`src/rtl/full_seq.sv`:
```
// full_seq: run-level sequencer that loads taps, meters samples under a credit limit and signals completion
// Ports: clk/rst_n (async active-low); start/abort/num_samples control a run;
//   src_tap_* <-> tap_in_* gate the tap stream; src_data_* <-> st_data_* gate the sample stream;
//   st_data_out_vld/rdy are observed to count completed samples;
//   busy, load_done, done, err and inflight report progress.
// Optional watchdog: define FULL_SEQ_TIMEOUT_EN to enable it (adds the TMO_CYC parameter).
module full_seq #(
  parameter int TAPS = 16,
  parameter int VEC = 4,
  parameter int MAX_INFL = 2,
  parameter int CNT_W = 16
`ifdef FULL_SEQ_TIMEOUT_EN
  , parameter int TMO_CYC = 1024
`endif
) (
  input  logic                      clk,
  input  logic                      rst_n,
  input  logic                      start,
  input  logic                      abort,
  input  logic [CNT_W-1:0]          num_samples,
  input  logic                      src_tap_vld,
  output logic                      src_tap_rdy,
  output logic                      tap_in_vld,
  input  logic                      tap_in_rdy,
  output logic                      tap_in_fst,
  input  logic                      src_data_vld,
  output logic                      src_data_rdy,
  output logic                      st_data_vld,
  input  logic                      st_data_rdy,
  output logic                      st_data_fst,
  input  logic                      st_data_out_vld,
  input  logic                      st_data_out_rdy,
  output logic                      busy,
  output logic                      load_done,
  output logic                      done,
  output logic                      err,
  output logic [$clog2(MAX_INFL):0] inflight
);
  localparam int TW = $clog2(TAPS + 1);
  localparam int BW = VEC > 1 ? $clog2(VEC) : 1;
  localparam int IW = $clog2(MAX_INFL) + 1;
  localparam logic [TW-1:0] TAP_LAST = TW'(TAPS - 1);
  localparam logic [BW-1:0] BEAT_LAST = BW'(VEC - 1);
  localparam logic [IW-1:0] INFL_MAX = IW'(MAX_INFL);

  typedef enum logic [2:0] {IDLE, LOAD, RUN, DRAIN, DONE} state_t;
  state_t state, nx;

  logic [CNT_W-1:0] num_r, issued, completed, issued_nx, completed_nx;
  logic [TW-1:0] tap_cnt;
  logic [BW-1:0] beat_cnt, obeat_cnt;
  logic acc_start, in_load, in_run, gate, tap_beat, tap_last, dbeat, issue;
  logic obeat, cmp, all_issued, all_done, tmo;

  // abort closes every gate in the cycle it is seen, so no beat slips past a frozen counter
  assign acc_start = (state == IDLE) & start & ~abort;
  assign in_load = (state == LOAD) & ~abort;
  assign in_run = (state == RUN) & ~abort;
  // credit is only checked at a sample boundary; a started sample always completes
  assign gate = in_run & ((beat_cnt != '0) | (inflight < INFL_MAX));

  assign tap_in_vld = in_load & src_tap_vld;
  assign src_tap_rdy = in_load & tap_in_rdy;
  assign tap_in_fst = in_load & (tap_cnt == '0);
  assign st_data_vld = gate & src_data_vld;
  assign src_data_rdy = gate & st_data_rdy;
  assign st_data_fst = in_run & (beat_cnt == '0);
  assign busy = state != IDLE;

  assign tap_beat = tap_in_vld & tap_in_rdy;
  assign tap_last = tap_beat & (tap_cnt == TAP_LAST);
  assign dbeat = st_data_vld & st_data_rdy;
  assign issue = dbeat & (beat_cnt == BEAT_LAST);
  assign obeat = ((state == RUN) | (state == DRAIN)) & ~abort & st_data_out_vld & st_data_out_rdy;
  assign cmp = obeat & (obeat_cnt == BEAT_LAST);
  assign issued_nx = issued + CNT_W'(issue);
  assign completed_nx = completed + CNT_W'(cmp);
  assign all_issued = issue & (issued_nx == num_r);
  // looks at the completion happening now so done follows the last output beat by one cycle
  assign all_done = completed_nx == num_r;

  always_comb begin
    nx = state;
    case (state)
      IDLE: nx = acc_start ? LOAD : IDLE;
      LOAD: nx = tap_last ? (num_r == '0 ? DRAIN : RUN) : LOAD;
      RUN: nx = all_issued ? DRAIN : RUN;
      DRAIN: nx = (all_done | tmo) ? DONE : DRAIN;
      default: nx = IDLE;
    endcase
    if (abort) nx = IDLE;
  end

  always_ff @(posedge clk or negedge rst_n) begin
    if (!rst_n) begin
      state <= IDLE;
      num_r <= '0;
      tap_cnt <= '0;
      beat_cnt <= '0;
      obeat_cnt <= '0;
      issued <= '0;
      completed <= '0;
      inflight <= '0;
      load_done <= 1'b0;
      done <= 1'b0;
    end else begin
      state <= nx;
      load_done <= tap_last;
      done <= (state == DRAIN) & (nx == DONE);
      if (acc_start) begin
        num_r <= num_samples;
        tap_cnt <= '0;
        beat_cnt <= '0;
        obeat_cnt <= '0;
        issued <= '0;
        completed <= '0;
        inflight <= '0;
      end else begin
        if (tap_beat) tap_cnt <= tap_last ? '0 : tap_cnt + TW'(1);
        if (dbeat) beat_cnt <= issue ? '0 : beat_cnt + BW'(1);
        if (obeat) obeat_cnt <= cmp ? '0 : obeat_cnt + BW'(1);
        issued <= issued_nx;
        completed <= completed_nx;
        inflight <= inflight + IW'(issue) - IW'(cmp);
      end
    end
  end

`ifdef FULL_SEQ_TIMEOUT_EN
  localparam int WW = $clog2(TMO_CYC + 1);
  logic [WW-1:0] wd;

  // wd holds the number of DRAIN cycles since the last output beat
  assign tmo = (state == DRAIN) & ~abort & ~obeat & ~all_done & (wd == WW'(TMO_CYC - 1));

  always_ff @(posedge clk or negedge rst_n) begin
    if (!rst_n) begin
      wd <= '0;
      err <= 1'b0;
    end else begin
      wd <= state != DRAIN ? '0 : obeat ? WW'(1) : wd + WW'(1);
      err <= acc_start ? 1'b0 : err | tmo;
    end
  end
`else
  assign tmo = 1'b0;
  assign err = 1'b0;
`endif
endmodule

```
`config.mk`:
```
export PLATFORM = sky130hd
export DESIGN_NAME = full_seq
export DESIGN_NICKNAME = d
export VERILOG_FILES = /design/src/rtl/full_seq.sv
export SDC_FILE = /design/constraint.sdc
export NUM_CORES = 1
export LEC_CHECK = 0
export CORE_ASPECT_RATIO = 0.8
export CORE_MARGIN = 2
export CORE_UTILIZATION = 35
export DETAILED_ROUTE_END_ITERATION = 12
export PLACE_DENSITY = 0.52
export SYNTH_ARGS = -nofsm -noshare
export SYNTH_HDL_FRONTEND = slang
export SYNTH_SLANG_ARGS = --single-unit
```
`constraint.sdc`:
```
create_clock -name clk -period 8.82 [get_ports clk]
set_input_delay 0.882 -clock clk [delete_from_list [all_inputs] [get_ports clk]]
set_output_delay 0.882 -clock clk [all_outputs]
set_load 0.005 [all_outputs]
```
==> flow_metrics.env, run 1 <==
export IMPL_num_io_pins=38
export IMPL_fin_worst_skew_ps=5.74
export IMPL_syn_to_final_growth_pct=17.5
export IMPL_ys_warnings_count=0
export IMPL_grt_met3_usage=0.0399
export IMPL_post_synth_top_area_cell="sky130_fd_sc_hd__dfrtp_1"
export IMPL_cts_htree_levels=3
export IMPL_final_cell_count_no_fill=571
export IMPL_critical_path_startpoint="abort"
export IMPL_finalCritPeriodShare=0.474
export IMPL_synth_top_cells_by_area="sky130_fd_sc_hd__dfrtp_1 41%, sky130_fd_sc_hd__xnor2_1 8.7%, sky130_fd_sc_hd__nor2_1 5.0%"
export IMPL_grt_setup_unrepaired="false"
export IMPL_layout_cells_sized_above_1=0.105
export IMPL_detail_route_drc_violations=0
export IMPL_synth_enable_flop_cells=0
export IMPL_postSynthAreaPerCell_sq_um=9.92
export IMPL_synthesis_nets=434
export IMPL_cp_data_arrival_time_ps=4390
export IMPL_timing_slew_headroom=0.442
export IMPL_cts_root_buf="sky130_fd_sc_hd__clkbuf_16"
export IMPL_static_leakage_power_nw=1.98
export IMPL_cts_repair_timing_setup_buffer_count=0
export IMPL_grt_pass1_vias=2764
export IMPL_period_minus_slack_ps=4180
export IMPL_place_ws_ps=4290
export IMPL_grt_start_max_net_pins=65
export IMPL_first_iter_violations=202
export IMPL_netlist_instances=396
export IMPL_start_kind="primary input"
export IMPL_antenna_cells=0
export IMPL_ctsResizeCount=0
export IMPL_ant_nets=0
export IMPL_final_cell_mix="64 x sky130_fd_sc_hd__dfrtp_1, 52 x sky130_fd_sc_hd__nor2_1, 39 x sky130_fd_sc_hd__xnor2_1"
export IMPL_grt_first_pass_wirelength_um=15200
export IMPL_clk_insertion_delay_late_ps=330
export IMPL_outcome="finished clean"
export IMPL_clkSlewWorstSetupHoldPaths_ps=60
export IMPL_timing_critical_path_fanout_max=6
export IMPL_fin_nets=461
export IMPL_pwr_density_cell_nw_per_um2=176
export IMPL_rr_worst_depth=12
export IMPL_synth_lib_cells_used_distinct=64
export IMPL_timing_final_hold_violations=0
export IMPL_hold_class="reg2reg"
export IMPL_grt_total_usage=0.165
export IMPL_cell_row_count=34
export IMPL_grtUsageMet2=0.223
export IMPL_tritoncts="built"
export IMPL_max_freq_mhz=239
export IMPL_initial_antenna_violation_count=0
export IMPL_number_of_flip_flops_and_latches_in_the_synthesized_netlist=64
export IMPL_synth_area_sq_um=3930
export IMPL_synth_top_cell_area_share=0.408
export IMPL_grt_remaining_overflow=0
export IMPL_tns_ps=0
export IMPL_place_congestion=0.919
export IMPL_async_set_reset_flop_share_out_of_synthesis=1.00
export IMPL_detailroute_via_count=2953
export IMPL_most_common_library_cell_in_the_layout_ignoring_fill_and_taps="sky130_fd_sc_hd__dfrtp_1"
export IMPL_die_height_um=98.7
export IMPL_global_route_peak_usage_layer="met1"
export IMPL_worst_r2r_src="state[1]"
export IMPL_critical_path_endpoint_type="register"
export IMPL_cap_viol_max_count=0
export IMPL_slew_violations=0
export IMPL_worst_hold_slack_ps=533
export IMPL_numCtsBuffers=9
export IMPL_floorplan_core_area_sq_um=10900
export IMPL_met1_usage=0.261
export IMPL_detail_route_wl_per_cell_um=16.4
export IMPL_post_route_worst_setup_slack_ps=4640
export IMPL_routed_wirelength_um=9340
export IMPL_maximum_vdd_drop_mv=0.0853
export IMPL_ctsHoldBuffers=0
export IMPL_final_hpwl_from_detailed_placement_um=6610
export IMPL_placed_cells_incl_taps=556
export IMPL_worst_endpoint_required_ps=9030
export IMPL_worst_pin_slew_ps=837
export IMPL_clkSinkCount=64
export IMPL_dieWidth_um=122
export IMPL_setup_violating_endpoint_count_in_the_final_report=0
export IMPL_portBuffers=36
export IMPL_register_area_share_after_synthesis=0.408
export IMPL_timing_reg2reg_setup_slack_ps=5250
export IMPL_cts_max_path_buffers=2
export IMPL_dominantRegCellSynth="sky130_fd_sc_hd__dfrtp_1"
export IMPL_die_area_sq_um=12100
export IMPL_crit_path_end="state[0]"
export IMPL_timing_worst_setup_path_type="in2reg"
export IMPL_reg2reg_to="state[0]"
export IMPL_start_util=0.361
export IMPL_router_iterations_before_antenna_repair=4
export IMPL_route_detailed_vias_per_inst=5.17
==> sequential cells by signal, summed over array words and instances, names as in the netlist <==
register / flops
beat_cnt: 2
completed: 16
done: 1
inflight: 2
issued: 16
load_done: 1
num_r: 16
obeat_cnt: 2
state: 3
tap_cnt: 5
==> layer usage <==
metal	up-vias	routed length, um
li1	1442	-
met1	1426	4920
met2	76	3820
met3	9	528
met4	0	71
met5	-	0
==> cells in the mapped netlist, drive strengths merged (3+ instances only) <==
cell type,number
nor4,12
xor2,16
xnor2,39
o21ai,9
nor4b,3
mux2,14
and4,4
nor3b,3
or4,3
buf,7
inv,13
a21oi,7
nor2,52
and3,11
a31oi,4
nand3,18
a211oi,3
ha,12
clkbuf,15
dfrtp,64
nand4,10
nor3,11
nor2b,10
mux2i,3
nand2,19
==> worst min path at each step <==
| stage | slack (ps) | endpoint | depth (start not counted) | startpoint |
|---|---|---|---|---|
| final | 530 | obeat_cnt[1] | 2 | obeat_cnt[1] |
| after global routing | 560 | tap_cnt[3] | 1 | tap_cnt[3] |
| after CTS | 540 | tap_cnt[3] | 1 | tap_cnt[3] |
| after detailed placement | 530 | obeat_cnt[1] | 2 | obeat_cnt[1] |
| after global placement | 520 | obeat_cnt[1] | 2 | obeat_cnt[1] |
| after floorplan | 480 | tap_cnt[3] | 1 | tap_cnt[3] |
==> cell type report <==
cell class | instances | area [sq um]
clock buffers | 12 | 246
well taps | 144 | 180
clock inverters | 3 | 42.5
inverters | 13 | 48.8
repair buffers | 38 | 370
multi-input cells | 297 | 2130
flip-flops and latches | 64 | 1600
fillers | 1085 | 6270
==> through the flow <==
step	utilization	cell area [sq um]	power (mW)
global route	0.424	4620	0.847
global placement	0.397	4330	0.467
finish	0.424	4620	0.810
CTS	0.424	4620	0.819
detailed placement	0.397	4330	0.467
floorplan	-	3930	0.416
==> power breakdown <==
part           switching [mW]  internal, mW  leakage [nW]  total (mW)
registers              0.0434         0.311         0.858       0.354
logic                  0.0460        0.0612         0.986       0.107
clock network           0.124         0.224         0.139       0.349
==> critical path, cell delays in order <==
cell and delay [ps]:
sky130_fd_sc_hd__clkdlybuf4s50_1 500, sky130_fd_sc_hd__nor3b_4 310, sky130_fd_sc_hd__nand3_1 210, sky130_fd_sc_hd__nor2_1 200
sky130_fd_sc_hd__ha_1 230, sky130_fd_sc_hd__ha_1 260, sky130_fd_sc_hd__xor2_1 160, sky130_fd_sc_hd__a211o_1 270
sky130_fd_sc_hd__a2111oi_0 380, sky130_fd_sc_hd__nand3_1 190, sky130_fd_sc_hd__nor4_4 300, sky130_fd_sc_hd__a41oi_1 140
sky130_fd_sc_hd__a311o_1 360
==> logic make-up (layout without fill, tap and decap cells) <==
kind of cell | Yosys count | after routing | synth area share
flops | 64 | 64 | 0.408
xor+xnor | 57 | 57 | 0.135
fa+ha+maj | 12 | 12 | 0.0382
mux | 17 | 17 | 0.0478
compound gates | 41 | 41 | 0.0726
buf+inv | 35 | 66 | 0.0513
simple gates | 169 | 169 | 0.246
other cells | 1 | 1 | 0.000955
(Power assumes the default switching activity.)
==> inputs of run 2 (changes only) <==
- PLACE_DENSITY: 0.52 -> 0.54
- clock period: 8.82 -> 3.6 ns (I/O delays scaled with it)
==> run 2 against run 1 <==
Power increased to 2.6 times the previous value. First-iteration DRC count shrank 9.9%. Final area is 6.2% higher. Sequential power grew 140%. Critical path depth up 2. Register-to-register slack worse by 5000 ps. Critical path type unchanged.
==> flow_metrics.env, run 2 (synthesis results as in run 1) <==
export IMPL_floorplan_core_area_sq_um=10900
export IMPL_cpMaxStageDelayCell="sky130_fd_sc_hd__clkdlybuf4s50_1"
export IMPL_final_area_sq_um=4900
export IMPL_pwr_density_cell_nw_per_um2=424
export IMPL_critical_path_max_stage_delay_ps=460
export IMPL_layout_cells_sized_above_1=0.176
export IMPL_antenna_cells=0
export IMPL_tritoncts="built"
export IMPL_cts_repair_timing_setup_buffer_count=0
export IMPL_grt_start_max_net_pins=29
export IMPL_most_common_library_cell_in_the_layout_ignoring_fill_and_taps="sky130_fd_sc_hd__dfrtp_1"
export IMPL_syn_to_final_growth_pct=24.8
export IMPL_post_route_worst_setup_slack_ps=209
export IMPL_initial_antenna_violation_count=0
export IMPL_first_iter_violations=182
export IMPL_detail_route_wl_per_cell_um=15.7
export IMPL_period_minus_slack_ps=3390
export IMPL_final_hpwl_from_detailed_placement_um=7260
export IMPL_dieWidth_um=122
export IMPL_cell_row_count=34
export IMPL_num_io_pins=38
export IMPL_ant_nets=0
export IMPL_grt_met3_usage=0.0515
export IMPL_timing_critical_path_fanout_max=5
export IMPL_clkSlewWorstSetupHoldPaths_ps=50
export IMPL_detailroute_via_count=3104
export IMPL_registers_with_the_highest_flip_flop_counts="completed (16), issued (16), num_r (16)"
export IMPL_reg2reg_to="state[0]"
export IMPL_place_congestion=0.843
export IMPL_clkSinkCount=64
export IMPL_setup_violating_endpoint_count_in_the_final_report=0
export IMPL_fin_worst_skew_ps=4.75
export IMPL_worstSetupPathDepth=15
export IMPL_die_area_sq_um=12100
export IMPL_internal_power_mw=1.55
export IMPL_critical_path_endpoint_type="register"
export IMPL_static_leakage_power_nw=2.16
export IMPL_timing_reg2reg_setup_slack_ps=260
export IMPL_detail_route_drc_violations=0
export IMPL_worst_endpoint_required_ps=3870
export IMPL_maximum_vdd_drop_mv=0.240
export IMPL_timing_worst_setup_path_type="in2reg"
export IMPL_route_detailed_vias_per_inst=5.14
export IMPL_grt_pass1_vias=2988
export IMPL_numCtsBuffers=9
export IMPL_start_util=0.361
export IMPL_crit_path_frequent_cell="sky130_fd_sc_hd__buf_4"
export IMPL_die_height_um=98.7
export IMPL_final_cell_mix="64 x sky130_fd_sc_hd__dfrtp_1, 51 x sky130_fd_sc_hd__nor2_1, 38 x sky130_fd_sc_hd__xnor2_1"
export IMPL_grt_remaining_overflow=0
export IMPL_switching_share=0.255
export IMPL_hold_class="in2async"
export IMPL_timing_final_hold_violations=0
export IMPL_buffers_plus_inverters_on_the_worst_setup_path=4
export IMPL_global_route_peak_usage_layer="met1"
export IMPL_post_route_util=0.450
export IMPL_cts_root_buf="sky130_fd_sc_hd__clkbuf_16"
export IMPL_worstPathCellList="clkdlybuf4s50_1, nor3b_4, buf_4, and3_2, nand3_4, inv_1, ha_1, nand4_1, buf_4, nor3_1, xnor2_1, o21ai_0, nor4_1, nor4b_2, a311o_1"
export IMPL_p_comb_frac=0.136
export IMPL_grtUsageMet2=0.240
export IMPL_worst_pin_slew_ps=611
export IMPL_cts_htree_levels=3
export IMPL_finalCritPeriodShare=0.942
export IMPL_grt_setup_unrepaired="false"
export IMPL_outcome="finished clean"
export IMPL_max_freq_mhz=295
export IMPL_grt_total_usage=0.169
export IMPL_cts_max_path_buffers=2
export IMPL_slew_violations=0
export IMPL_share_clk_of_total_power=0.453
export IMPL_router_iterations_before_antenna_repair=4
export IMPL_worst_r2r_src="beat_cnt[0]"
export IMPL_met1_usage=0.249
export IMPL_portBuffers=36
export IMPL_routed_wirelength_um=9500
export IMPL_share_seq_of_total_power=0.411
export IMPL_worst_hold_slack_ps=17.5
export IMPL_timing_critical_path_max_delay_family="simple AND/OR/NAND/NOR gates"
export IMPL_start_kind="primary input"
export IMPL_fin_nets=493
export IMPL_cp_data_arrival_time_ps=3660
export IMPL_switchingPower_uw=529
export IMPL_cap_viol_max_count=0
export IMPL_instance_area_after_placement_sq_um=4570
export IMPL_clk_insertion_delay_late_ps=330
export IMPL_timing_slew_headroom=0.593
export IMPL_power_mw=2.08
export IMPL_grt_first_pass_wirelength_um=15700
export IMPL_rr_worst_depth=15
export IMPL_place_ws_ps=-172
-- run 2: cell count changes in the layout (fill, tap and decap cells not counted), sizes merged --
cell	delta
buf	+32
clkinvlp	-1
bufinv	+1
clkbuf	+1
-- run 2: cell type report --
| cell class | count | area (sq um) |
|---|---|---|
| Multi-Input combinational cell | 297 | 2140 |
| Sequential cell | 64 | 1600 |
| Clock inverter | 3 | 65.1 |
| Clock buffer | 13 | 250 |
| Timing Repair Buffer | 70 | 611 |
| Fill cell | 1085 | 5990 |
| Inverter | 13 | 48.8 |
| Tap cell | 144 | 180 |
-- run 2: worst max-delay path by stage --
stage,startpoint,end
global route,abort,state[0]
floorplan,state[2],state[0]
global placement,abort,state[0]
CTS,abort,state[0]
finish,abort,state[0]
detailed placement,abort,state[0]
-- run 2: timing repair --
item,CTS,global route
gates resized for setup,0,4
endpoints found under the setup margin,0,1
hold buffers,0,0
-- run 2: power by group through the flow --
stage          Clock (mW)  Sequential [mW]  Combinational [mW]
2_1_floorplan           0            0.819               0.201
3_3_place_gp            0            0.864               0.275
3_5_place_dp            0            0.864               0.280
4_1_cts             0.959            0.852               0.282
5_1_grt             0.998            0.860               0.311
6_report            0.940            0.854               0.281
-- run 2: stage by stage --
stage,cells,setup TNS (ps)
after floorplan,396,0
after global placement,588,-217
after detailed placement,588,-172
after CTS,604,0
after global routing,604,0
final,604,0
-- run 2: per-layer routing --
metal,share of wire,up-vias
met1,0.49,1500
li1,-,1514
met4,0.010,0
met3,0.069,7
met5,0,-
met2,0.43,83
-- run 2: worst register-to-register path, cell delays in order (launching register included) --
cell                      delay (ps)
sky130_fd_sc_hd__dfrtp_1         380
sky130_fd_sc_hd__inv_1            60
sky130_fd_sc_hd__ha_1            210
sky130_fd_sc_hd__a21oi_1         140
sky130_fd_sc_hd__and3_2          230
sky130_fd_sc_hd__nand3_4         100
sky130_fd_sc_hd__inv_1           100
sky130_fd_sc_hd__ha_1            170
sky130_fd_sc_hd__nand4_1         210
sky130_fd_sc_hd__buf_4           220
sky130_fd_sc_hd__nor3_1          330
sky130_fd_sc_hd__xnor2_1         200
sky130_fd_sc_hd__o21ai_0         140
sky130_fd_sc_hd__nor4_1          370
sky130_fd_sc_hd__nor4b_2         280
sky130_fd_sc_hd__a311o_1         150
==> inputs of run 3 (changes only) <==
- REMOVE_ABC_BUFFERS: default -> 1
==> run 3 against run 2 <==
Combinational power down 1%. Count of clock-buffer cells in the layout up 1. Clock power down 12%. Sequential share of layout area up 0.22 points. Utilization down 0.30 points. Global-route usage down 0.22 points. Highest routed layer unchanged.
==> flow_metrics.env, run 3 (synthesis results as in run 1) <==
export IMPL_outcome="finished clean"
export IMPL_portBuffers=36
export IMPL_fin_worst_skew_ps=5.14
export IMPL_finalCritPeriodShare=0.937
export IMPL_worst_r2r_src="beat_cnt[0]"
export IMPL_worst_endpoint_required_ps=3810
export IMPL_dieWidth_um=122
export IMPL_cts_htree_levels=3
export IMPL_grt_pass1_vias=3070
export IMPL_setup_violating_endpoint_count_in_the_final_report=0
export IMPL_met3RoutedLength_um=512
export IMPL_final_cell_mix="64 x sky130_fd_sc_hd__dfrtp_1, 49 x sky130_fd_sc_hd__nor2_1, 39 x sky130_fd_sc_hd__xnor2_1"
export IMPL_tritoncts="built"
export IMPL_start_util=0.361
export IMPL_most_common_library_cell_in_the_layout_ignoring_fill_and_taps="sky130_fd_sc_hd__dfrtp_1"
export IMPL_reg2reg_to="state[0]"
export IMPL_period_minus_slack_ps=3370
export IMPL_grt_first_pass_wirelength_um=15500
export IMPL_final_hpwl_from_detailed_placement_um=6990
export IMPL_fillers=1056
export IMPL_router_iterations_before_antenna_repair=4
export IMPL_grt_setup_unrepaired="false"
export IMPL_highest_layer="met4"
export IMPL_cell_row_count=34
export IMPL_static_leakage_power_nw=2.14
export IMPL_cts_root_buf="sky130_fd_sc_hd__clkbuf_16"
export IMPL_cap_viol_max_count=0
export IMPL_cp_data_arrival_time_ps=3590
export IMPL_maximum_vdd_drop_mv=0.300
export IMPL_floorplan_core_area_sq_um=10900
export IMPL_met2RoutedLength_um=3920
export IMPL_timing_final_hold_violations=0
export IMPL_hold_class="in2async"
export IMPL_num_io_pins=38
export IMPL_worstSetupPathDepth=13
export IMPL_timing_reg2reg_setup_slack_ps=300
export IMPL_first_iter_violations=126
export IMPL_ant_nets=0
export IMPL_clkSlewWorstSetupHoldPaths_ps=50
export IMPL_cpMaxStageDelayCell="sky130_fd_sc_hd__clkdlybuf4s50_1"
export IMPL_routed_wirelength_um=9310
export IMPL_start_kind="primary input"
export IMPL_cts_max_path_buffers=2
export IMPL_die_area_sq_um=12100
export IMPL_clk_insertion_delay_late_ps=330
export IMPL_grt_total_usage=0.167
export IMPL_timing_critical_path_fanout_max=2
export IMPL_syn_to_final_growth_pct=23.9
export IMPL_antenna_cells=0
export IMPL_initial_antenna_violation_count=0
export IMPL_route_layer_met1_wl_um=4750
export IMPL_place_congestion=0.935
export IMPL_registers_with_the_highest_flip_flop_counts="completed (16), issued (16), num_r (16)"
export IMPL_detailroute_via_count=3071
export IMPL_pwr_density_cell_nw_per_um2=403
export IMPL_critical_path_endpoint_type="register"
export IMPL_buffers_plus_inverters_on_the_worst_setup_path=1
export IMPL_power_mw=1.96
export IMPL_worst_pin_slew_ps=965
export IMPL_ctsHoldBuffers=0
export IMPL_critical_path_max_stage_delay_ps=470
export IMPL_detail_route_wl_per_cell_um=15.4
export IMPL_numCtsBuffers=9
export IMPL_timing_worst_setup_path_type="in2reg"
export IMPL_die_height_um=98.7
export IMPL_clkSinkCount=64
export IMPL_grt_remaining_overflow=0
export IMPL_detail_route_drc_violations=0
export IMPL_layout_cells_sized_above_1=0.174
export IMPL_rr_worst_depth=17
export IMPL_post_route_util=0.447
export IMPL_slew_violations=0
export IMPL_timing_critical_path_max_delay_family="compound AO/OA/AOI/OAI gates"
export IMPL_timing_slew_headroom=0.356
export IMPL_worstPathCellList="clkdlybuf4s50_1, nor3b_4, nand3_1, nor2_2, ha_1, ha_1, xor2_1, a211o_1, a2111oi_1, nand3_1, nor4_4, a41oi_1, a311o_1"
export IMPL_route_detailed_vias_per_inst=5.09
export IMPL_fin_nets=492
export IMPL_max_freq_mhz=297
export IMPL_grt_start_max_net_pins=44
[run 3: how the worst max path moves through the flow]
stage	from	end	slack [ps]
detailed placement	abort	state[0]	-230
global placement	abort	state[0]	-160
CTS	abort	state[0]	120
global route	abort	state[0]	10
floorplan	state[2]	state[0]	420
finish	abort	state[0]	230
[run 3: power breakdown]
group	switching, mW	internal [mW]
Combinational	0.119	0.157
Sequential	0.0934	0.762
Clock	0.306	0.521
Total	0.518	1.44
[run 3: timing repair]
action,in CTS,in global routing
resized for setup,0,4
setup endpoints to repair,0,3
setup buffers,0,0
[run 3: layer usage]
| layer | up-vias | GRT usage |
|---|---|---|
| li1 | 1508 | - |
| met1 | 1484 | 0.243 |
| met2 | 66 | 0.241 |
| met3 | 13 | 0.0446 |
| met4 | 0 | 0.0522 |
| met5 | - | 0 |
[run 3: worst register-to-register path, stage by stage (launching register included)]
cell and delay, ps:
sky130_fd_sc_hd__dfrtp_1 380, sky130_fd_sc_hd__inv_1 60, sky130_fd_sc_hd__ha_1 200, sky130_fd_sc_hd__a21oi_1 140, sky130_fd_sc_hd__and3_2 240, sky130_fd_sc_hd__nand3_4 80, sky130_fd_sc_hd__inv_1 80, sky130_fd_sc_hd__ha_1 140
sky130_fd_sc_hd__ha_1 190, sky130_fd_sc_hd__nand3_1 130, sky130_fd_sc_hd__buf_4 170, sky130_fd_sc_hd__or2_1 240, sky130_fd_sc_hd__buf_4 150, sky130_fd_sc_hd__nor2_1 210, sky130_fd_sc_hd__xnor2_1 100, sky130_fd_sc_hd__o221ai_1 250
sky130_fd_sc_hd__nor4b_2 90, sky130_fd_sc_hd__a311o_1 320
[run 3: metrics by stage]
step	hold WS (ps)	instance area [sq um]	std cells	TNS, ps	worst slack [ps]
after floorplan	64.4	3770	374	0	424
after global placement	510	4570	587	-205	-164
after detailed placement	520	4570	587	-473	-234
after CTS	234	4860	603	0	118
after global routing	272	4870	603	0	11.9
final	180	4870	603	0	227
[run 3: final cells by class]
type	instances	area, sq um	area share
Multi-Input combinational cell	297	2130	0.439
Sequential cell	64	1600	0.329
Timing Repair Buffer	69	616	0.126
Clock buffer	14	274	0.0563
Tap cell	144	180	0.0370
Inverter	13	48.8	0.0100
Clock inverter	2	12.5	0.00257
